--- src/rtl/inst_fetcher_if.sv ---
// rtl/inst_fetcher_if.sv - fetch-unit bus: global enable, icache request/response, decoder head, redirect
interface inst_fetcher_if;
    logic        rdy_in;
    logic        icache_req_valid;
    logic [31:0] icache_req_addr;
    logic        icache_resp_valid;
    logic [31:0] icache_resp_inst;
    logic        inst_valid_out;
    logic [31:0] inst_out;
    logic [31:0] inst_pc_out;
    logic        dispatch_ready_in;
    logic        redirect_valid_in;
    logic [31:0] redirect_pc_in;

    modport master (
        input  rdy_in,
        output icache_req_valid,
        output icache_req_addr,
        input  icache_resp_valid,
        input  icache_resp_inst,
        output inst_valid_out,
        output inst_out,
        output inst_pc_out,
        input  dispatch_ready_in,
        input  redirect_valid_in,
        input  redirect_pc_in
    );

    modport slave (
        output rdy_in,
        input  icache_req_valid,
        input  icache_req_addr,
        output icache_resp_valid,
        output icache_resp_inst,
        input  inst_valid_out,
        input  inst_out,
        input  inst_pc_out,
        output dispatch_ready_in,
        output redirect_valid_in,
        output redirect_pc_in
    );
endinterface

--- src/rtl/inst_fetcher.sv ---
// rtl/inst_fetcher.sv - sequential instruction fetcher with one request in flight and a small instruction queue
module inst_fetcher #(
    parameter int          QUEUE_DEPTH = 4,
    parameter logic [31:0] RESET_PC    = 32'h0
) (
    input  logic           clk_in,
    input  logic           rst_n_in,
    inst_fetcher_if.master bus
);
    localparam int             PW      = $clog2(QUEUE_DEPTH);
    localparam logic [PW:0]    DEPTH_C = (PW+1)'(QUEUE_DEPTH);

    typedef enum logic [1:0] {IDLE, WAIT_RESP, DISCARD} state_t;

    state_t         state_q, state_d;
    logic [31:0]    fetch_pc_q, fetch_pc_d;
    logic [PW-1:0]  head_q, head_d;
    logic [PW-1:0]  tail_q, tail_d;
    logic [PW:0]    count_q, count_d;
    logic [31:0]    inst_q [QUEUE_DEPTH];
    logic [31:0]    pc_q   [QUEUE_DEPTH];
    logic           push, pop;

    always_comb begin
        state_d    = state_q;
        fetch_pc_d = fetch_pc_q;
        head_d     = head_q;
        tail_d     = tail_q;
        count_d    = count_q;
        push       = 1'b0;
        pop        = 1'b0;
        if (bus.rdy_in) begin
            if (bus.redirect_valid_in) begin
                fetch_pc_d = bus.redirect_pc_in;
                head_d     = '0;
                tail_d     = '0;
                count_d    = '0;
                // An outstanding request must have its late response swallowed
                case (state_q)
                    WAIT_RESP: state_d = bus.icache_resp_valid ? IDLE : DISCARD;
                    DISCARD:   state_d = DISCARD;
                    default:   state_d = IDLE;
                endcase
            end else begin
                pop = (count_q != '0) && bus.dispatch_ready_in;
                case (state_q)
                    IDLE:      if (count_q < DEPTH_C) state_d = WAIT_RESP;
                    WAIT_RESP: push = bus.icache_resp_valid;
                    DISCARD:   if (bus.icache_resp_valid) state_d = IDLE;
                    default:   state_d = IDLE;
                endcase
                if (push) begin
                    tail_d     = tail_q + 1'b1;
                    fetch_pc_d = fetch_pc_q + 32'd4;
                end
                if (pop) begin
                    head_d = head_q + 1'b1;
                end
                count_d = count_q + (PW+1)'(push) - (PW+1)'(pop);
                if (push) begin
                    state_d = (count_d < DEPTH_C) ? WAIT_RESP : IDLE;
                end
            end
        end
    end

    always_ff @(posedge clk_in or negedge rst_n_in) begin
        if (!rst_n_in) begin
            state_q    <= IDLE;
            fetch_pc_q <= RESET_PC;
            head_q     <= '0;
            tail_q     <= '0;
            count_q    <= '0;
            for (int i = 0; i < QUEUE_DEPTH; i++) begin
                inst_q[i] <= '0;
                pc_q[i]   <= '0;
            end
        end else begin
            state_q    <= state_d;
            fetch_pc_q <= fetch_pc_d;
            head_q     <= head_d;
            tail_q     <= tail_d;
            count_q    <= count_d;
            if (push) begin
                inst_q[tail_q] <= bus.icache_resp_inst;
                pc_q[tail_q]   <= fetch_pc_q;
            end
        end
    end

    assign bus.icache_req_valid = (state_q == WAIT_RESP);
    assign bus.icache_req_addr  = fetch_pc_q;
    assign bus.inst_valid_out   = (count_q != '0);
    assign bus.inst_out         = (count_q != '0) ? inst_q[head_q] : '0;
    assign bus.inst_pc_out      = (count_q != '0) ? pc_q[head_q]   : '0;
endmodule

--- src/flat_wrapper.sv ---
// flat-port wrapper written by rule: the top's interface ports become plain ports
module inst_fetcher_flat 
#(
    parameter int          QUEUE_DEPTH = 4,
    parameter logic [31:0] RESET_PC    = 32'h0
)
  (clk_in, rst_n_in, bus_rdy_in, bus_icache_req_valid, bus_icache_req_addr, bus_icache_resp_valid, bus_icache_resp_inst, bus_inst_valid_out, bus_inst_out, bus_inst_pc_out, bus_dispatch_ready_in, bus_redirect_valid_in, bus_redirect_pc_in);
  inst_fetcher_if bus_i ();
  input  logic clk_in;
  input  logic rst_n_in;
  input wire logic [$bits(bus_i.rdy_in)-1:0] bus_rdy_in;
  output wire logic [$bits(bus_i.icache_req_valid)-1:0] bus_icache_req_valid;
  output wire logic [$bits(bus_i.icache_req_addr)-1:0] bus_icache_req_addr;
  input wire logic [$bits(bus_i.icache_resp_valid)-1:0] bus_icache_resp_valid;
  input wire logic [$bits(bus_i.icache_resp_inst)-1:0] bus_icache_resp_inst;
  output wire logic [$bits(bus_i.inst_valid_out)-1:0] bus_inst_valid_out;
  output wire logic [$bits(bus_i.inst_out)-1:0] bus_inst_out;
  output wire logic [$bits(bus_i.inst_pc_out)-1:0] bus_inst_pc_out;
  input wire logic [$bits(bus_i.dispatch_ready_in)-1:0] bus_dispatch_ready_in;
  input wire logic [$bits(bus_i.redirect_valid_in)-1:0] bus_redirect_valid_in;
  input wire logic [$bits(bus_i.redirect_pc_in)-1:0] bus_redirect_pc_in;
  assign bus_i.rdy_in = bus_rdy_in;
  assign bus_icache_req_valid = bus_i.icache_req_valid;
  assign bus_icache_req_addr = bus_i.icache_req_addr;
  assign bus_i.icache_resp_valid = bus_icache_resp_valid;
  assign bus_i.icache_resp_inst = bus_icache_resp_inst;
  assign bus_inst_valid_out = bus_i.inst_valid_out;
  assign bus_inst_out = bus_i.inst_out;
  assign bus_inst_pc_out = bus_i.inst_pc_out;
  assign bus_i.dispatch_ready_in = bus_dispatch_ready_in;
  assign bus_i.redirect_valid_in = bus_redirect_valid_in;
  assign bus_i.redirect_pc_in = bus_redirect_pc_in;
  inst_fetcher #(.QUEUE_DEPTH(QUEUE_DEPTH), .RESET_PC(RESET_PC)) u_core (.clk_in(clk_in), .rst_n_in(rst_n_in), .bus(bus_i));
endmodule
--- config.mk ---
export PLATFORM = sky130hd
export DESIGN_NAME = inst_fetcher_flat
export DESIGN_NICKNAME = d
export VERILOG_FILES = /design/src/rtl/inst_fetcher_if.sv /design/src/rtl/inst_fetcher.sv /design/src/flat_wrapper.sv
export SDC_FILE = /design/constraint.sdc
export NUM_CORES = 1
export LEC_CHECK = 0
export BUFFER_PORTS_ARGS = -buffer_cell sky130_fd_sc_hd__buf_4
export CORE_MARGIN = 3
export CORE_UTILIZATION = 57
export DETAILED_ROUTE_END_ITERATION = 10
export PLACE_DENSITY_LB_ADDON = 0.15
export SLEW_MARGIN = 20
export SYNTH_ARGS = -nofsm -noshare
export SYNTH_HDL_FRONTEND = slang
export SYNTH_SLANG_ARGS = --single-unit
--- constraint.sdc ---
create_clock -name clk_in -period 3.09 [get_ports clk_in]
set_input_delay 0.4635 -clock clk_in [delete_from_list [all_inputs] [get_ports clk_in]]
set_output_delay 0.4635 -clock clk_in [all_outputs]
set_load 0.005 [all_outputs]
Word-level counts from Yosys, hierarchy flattened --
Cells that the tools add are included.
Cells by class: add/subtract/negate cells 5, $lt $le $gt $ge 5, equality and inequality tests 5, multiplexer cells 32, bitwise logic cells 2, reductions and logical operators 9
Operators by type and width (number):
- $mux W32 | 9
- $bwmux W128 | 2
- $bmux W32 S2 | 2
- $demux W32 S2 | 1
- $add A32 B3 Y32 const B | 1
- $mux W2 | 9
- $ge A3 B3 Y1 const B | 2
- $lt A3 B3 Y1 const B | 2
- $mux W1 | 6
- $not A2 Y3 | 2
- $pmux W2 S3 | 1
- $add A2 B1 Y2 const B | 2
- $ne A4 B2 Y1 const B | 1
- $ne A4 B3 Y1 const B | 1
- $pmux W2 S2 | 1
- $reduce_and A2 Y1 | 2
- $reduce_and A4 Y1 | 1
- $reduce_bool A2 Y1 | 2
- $add A3 B1 Y3 | 1
- $lt A3 B1 Y1 const B | 1
- $mux W3 | 1
- $ne A3 B1 Y1 const B | 1
- $reduce_bool A3 Y1 | 1
- $sub A3 B1 Y3 | 1
- other kinds (4) | 5
Word-level totals: register bits 297, bits of input ports 70, output and inout bits 98, word-level logic and storage cells 71

Logic depth before layout (Yosys ltp) --
word-level depth 10, gate-level depth with buffers 12, depth with buffers taken out 12

Worst setup path after synthesis --
OpenSTA, ideal clock, no wires.
path type reg2reg, start register u_core.count_q[2], end register u_core.state_q[0], arrival 2.440 ns, slack 0.529 ns, stages on the path, launching flop included 13, buffers on the path 0, period minus slack after synthesis 2.561 ns, cell sequence dfrtp_1 or3_1 and2_1 ha_1 inv_1 ha_1 inv_1 fa_1 xor2_1 xnor2_1 nor2_1 nor2_1 o22a_1
On the way: longest elaborated chain between the ends 7, elaborated cells on any way between the ends 11, classes of those cells 2 x add/sub; 2 x order compare; 1 x eq/ne; 3 x mux; 3 x reduce/logical
Ends and longest elaborated chain:
- start: declaration | line inst_fetcher.sv:19 | logic [PW:0] count_q, count_d;
- start signal: assignment | line inst_fetcher.sv:83 | count_q <= count_d;
- parallel branches: the longest is 7 deep, another holds $add A3 B1 Y3
- end signal: assignment | line inst_fetcher.sv:79 | state_q <= state_d;
- end: declaration | line inst_fetcher.sv:15 | state_t state_q, state_d;
Parallel ways; which one is timed is not known. A chain may end at the register's enable or synchronous reset.

Worst setup path after layout --
Same ends and word-level chain as after synthesis.

==> metrics.cfg <==
[sta]
setup-violations-final = 0
tightestPinTransition_ns = 0.818
maxSlewViolCount = 0
finalCritPeriodShare_pct = 92.5
slew_headroom_pct = 45.3
fmax_mhz = 350
hold_violations = 0
fin_setup_tns_ns = 0
rsz0062_at_grt = false
fin_crit_ns = 2.86
setup_slack_ns = 0.232
skew_ns = 0.0150

[final_layout]
finish.utilization_pct = 70.9
drive_above_1_share_pct = 48.7
nets = 1247
nFillCells = 1668
final_cells = 1509
n_antenna_cell = 0
synthToLayoutAreaGrowth_pct = 20.4

[route]
drt_iter0_drc = 666
drt_wl_total_um = 32100
dr.pass1.iters = 5
drc = 0
avgViaCountPerCell = 5.98
ant_nets = 0
num_vias = 9020
wire_per_inst_um = 21.2

[clock_network]
cts_made_buffers = 34
cts_resized = 0
cts-htree-levels = 2
clk_latency_ns = 0.50
cts_sinks = 297
cts_tree = built
path_clk_slew_ns = 0.06
clockBufferDepth = 3
root_buffer = clkbuf_16

[worst_setup_path]
crit_path_start_kind = flip-flop
cp.required_ns = 3.48
regToRegSetupSlack_ns = 0.23
crit_path_end_kind = flip-flop
path_max_fanout = 5
worstSetupPathType = flip-flop to flip-flop
reg2regPathDepth = 12
cp.arrival_ns = 3.25
reg2reg_from = u_core.count_q[2]
r2r_end = u_core.state_q[0]

[place]
place_ws_ns = 0.257
io_buffers = 167
dpl.hpwl_um = 20200
dp_cells = 1448
place.gp.congestion = 0.812

[yosys]
ys_top_cells_by_area = dfrtp_1 53%, mux2_2 20%, mux4_2 10%, and2_1 2.9%, buf_2 1.2%
synth-edff-count = 0
ys_seq_area_share_pct = 53.0
yosys.area.top_type = dfrtp_1
ys_async_sr_fraction_pct = 100
synth_cell_types = 51
synthesis.nets = 1100
netlist_top_cells_count = 297 x dfrtp_1, 250 x mux2_2, 65 x and2_1
synth_warnings = 0
avgSynthCellArea_um2 = 13.8
syn_area_um2 = 14000
ys_seq_elements = 297
synth_most_common_cell = dfrtp_1
syn-instance-count = 1019
synth_ff_type = dfrtp_1
yosys.area.top_type_share_pct = 53.0

[global_route]
antenna_found_initial = 1
grt_max_degree = 81
grt_overflow_total = 0
grt_pass1_vias = 9464
grtUsageTotal_pct = 24.6
grt_pass1_wl_um = 51800

[floorplanning]
die_area_um2 = 26500
start_util_pct = 58.9
placement_rows = 56
die_h_um = 163
design.core.area_um2 = 23800
ios = 168
die_x_um = 163

[worst_hold_path]
whs_path_depth = 3
hp-start = bus_redirect_pc_in[26]
hold_end = u_core.bus.icache_req_addr[26]
min_path_type = input port to flip-flop

[power]
finalPower_mw = 14.7
p_per_area_nw_per_um2 = 870
p_leak_nw = 8.08
irDropWorstVdd_mv = 0.598

[flow_run]
max_cap_viol_count = 0

[status]
status = finished clean

[through the flow]
stage | hold WS (ns) | cell area (um2)
after floorplan | 0.168 | 14000
after global placement | 0.396 | 15700
after detailed placement | 0.398 | 15700
after CTS | 0.182 | 16900
after global routing | 0.187 | 16900
final | 0.194 | 16900
[worst max-delay path, cell delays in order (launching register included)]
cell     delay [ns]
dfrtp_1        0.43
or3_2          0.50
and2_1         0.20
ha_1           0.28
inv_1          0.06
ha_1           0.14
inv_1          0.05
fa_1           0.37
xor2_1         0.28
xnor2_1        0.11
nor2_1         0.09
nor2_1         0.05
o22a_1         0.19
[state kept, by name, indices dropped and copies added (netlist names)]
register	flops
u_core.bus.icache_req_addr	32
u_core.tail_q	2
u_core.inst_q	128
u_core.count_q	3
u_core.pc_q	128
u_core.head_q	2
u_core.state_q	2
[metal layers]
metal  up-vias  global-route usage [%]  wire, um
met4         0                    5.73       568
met5         -                       0         0
li1       4024                       -         -
met3        47                    4.40      1940
met2       270                    40.1     15700
met1      4679                    35.1     13800
[power by group]
part | switching [mW] | total (mW) | internal [mW]
clock network | 1.54 | 4.10 | 2.57
logic | 1.91 | 4.84 | 2.94
registers | 0.806 | 5.74 | 4.93
total | 4.25 | 14.7 | 10.4
[cell usage in the layout, fill, tap and decap left out, drive strengths merged, types with 3 or more instances in the layout]
| cell type | instances |
|---|---|
| buf | 195 |
| a31o | 3 |
| a41o | 3 |
| nand3 | 29 |
| and2 | 65 |
| a221o | 3 |
| clkbuf | 55 |
| o21ai | 36 |
| and3 | 8 |
| nor2b | 4 |
| mux4 | 64 |
| clkinv | 5 |
| ha | 10 |
| or3 | 6 |
| a21oi | 22 |
| mux2i | 4 |
| nor2 | 19 |
| a21o | 3 |
| inv | 12 |
| mux2 | 251 |
| a22oi | 13 |
| dfrtp | 297 |
| and4 | 4 |
| nand2 | 34 |
| nand4 | 14 |
[final cells by class]
class                           instances  area, um2  share of cell area, %
Clock inverter                          5       53.8                  0.319
Inverter                               13       48.8                  0.289
Multi-Input combinational cell        624       6210                   36.7
Sequential cell                       297       7440                   44.0
Tap cell                              319        399                   2.36
Timing Repair Buffer                  196       1620                   9.59
Clock buffer                           55       1120                   6.65
[cell families after synthesis]
group	synth area share, %
flops	53.0
compound gates	4.50
simple gates	7.60
buf+inv	2.96
mux	30.7
xor+xnor	0.187
fa+ha+maj	1.03
[worst max path at each step]
stage / from / end / slack [ns]
finish: u_core.count_q[2] / u_core.state_q[0] / 0.23
global route: u_core.count_q[2] / u_core.state_q[0] / 0.09
CTS: u_core.head_q[0] / bus_inst_pc_out[4] / 0.23
detailed placement: u_core.count_q[2] / u_core.state_q[0] / 0.26
global placement: u_core.count_q[2] / u_core.state_q[0] / 0.36
floorplan: u_core.count_q[2] / u_core.state_q[0] / 0.53
[what timing repair did]
| action | CTS | global route |
|---|---|---|
| buffers inserted | 0 | 0 |
| hold endpoints to repair | 43 | 0 |
| hold buffers | 1 | 0 |
No activity file was read; power rests on OpenSTA's default activity.
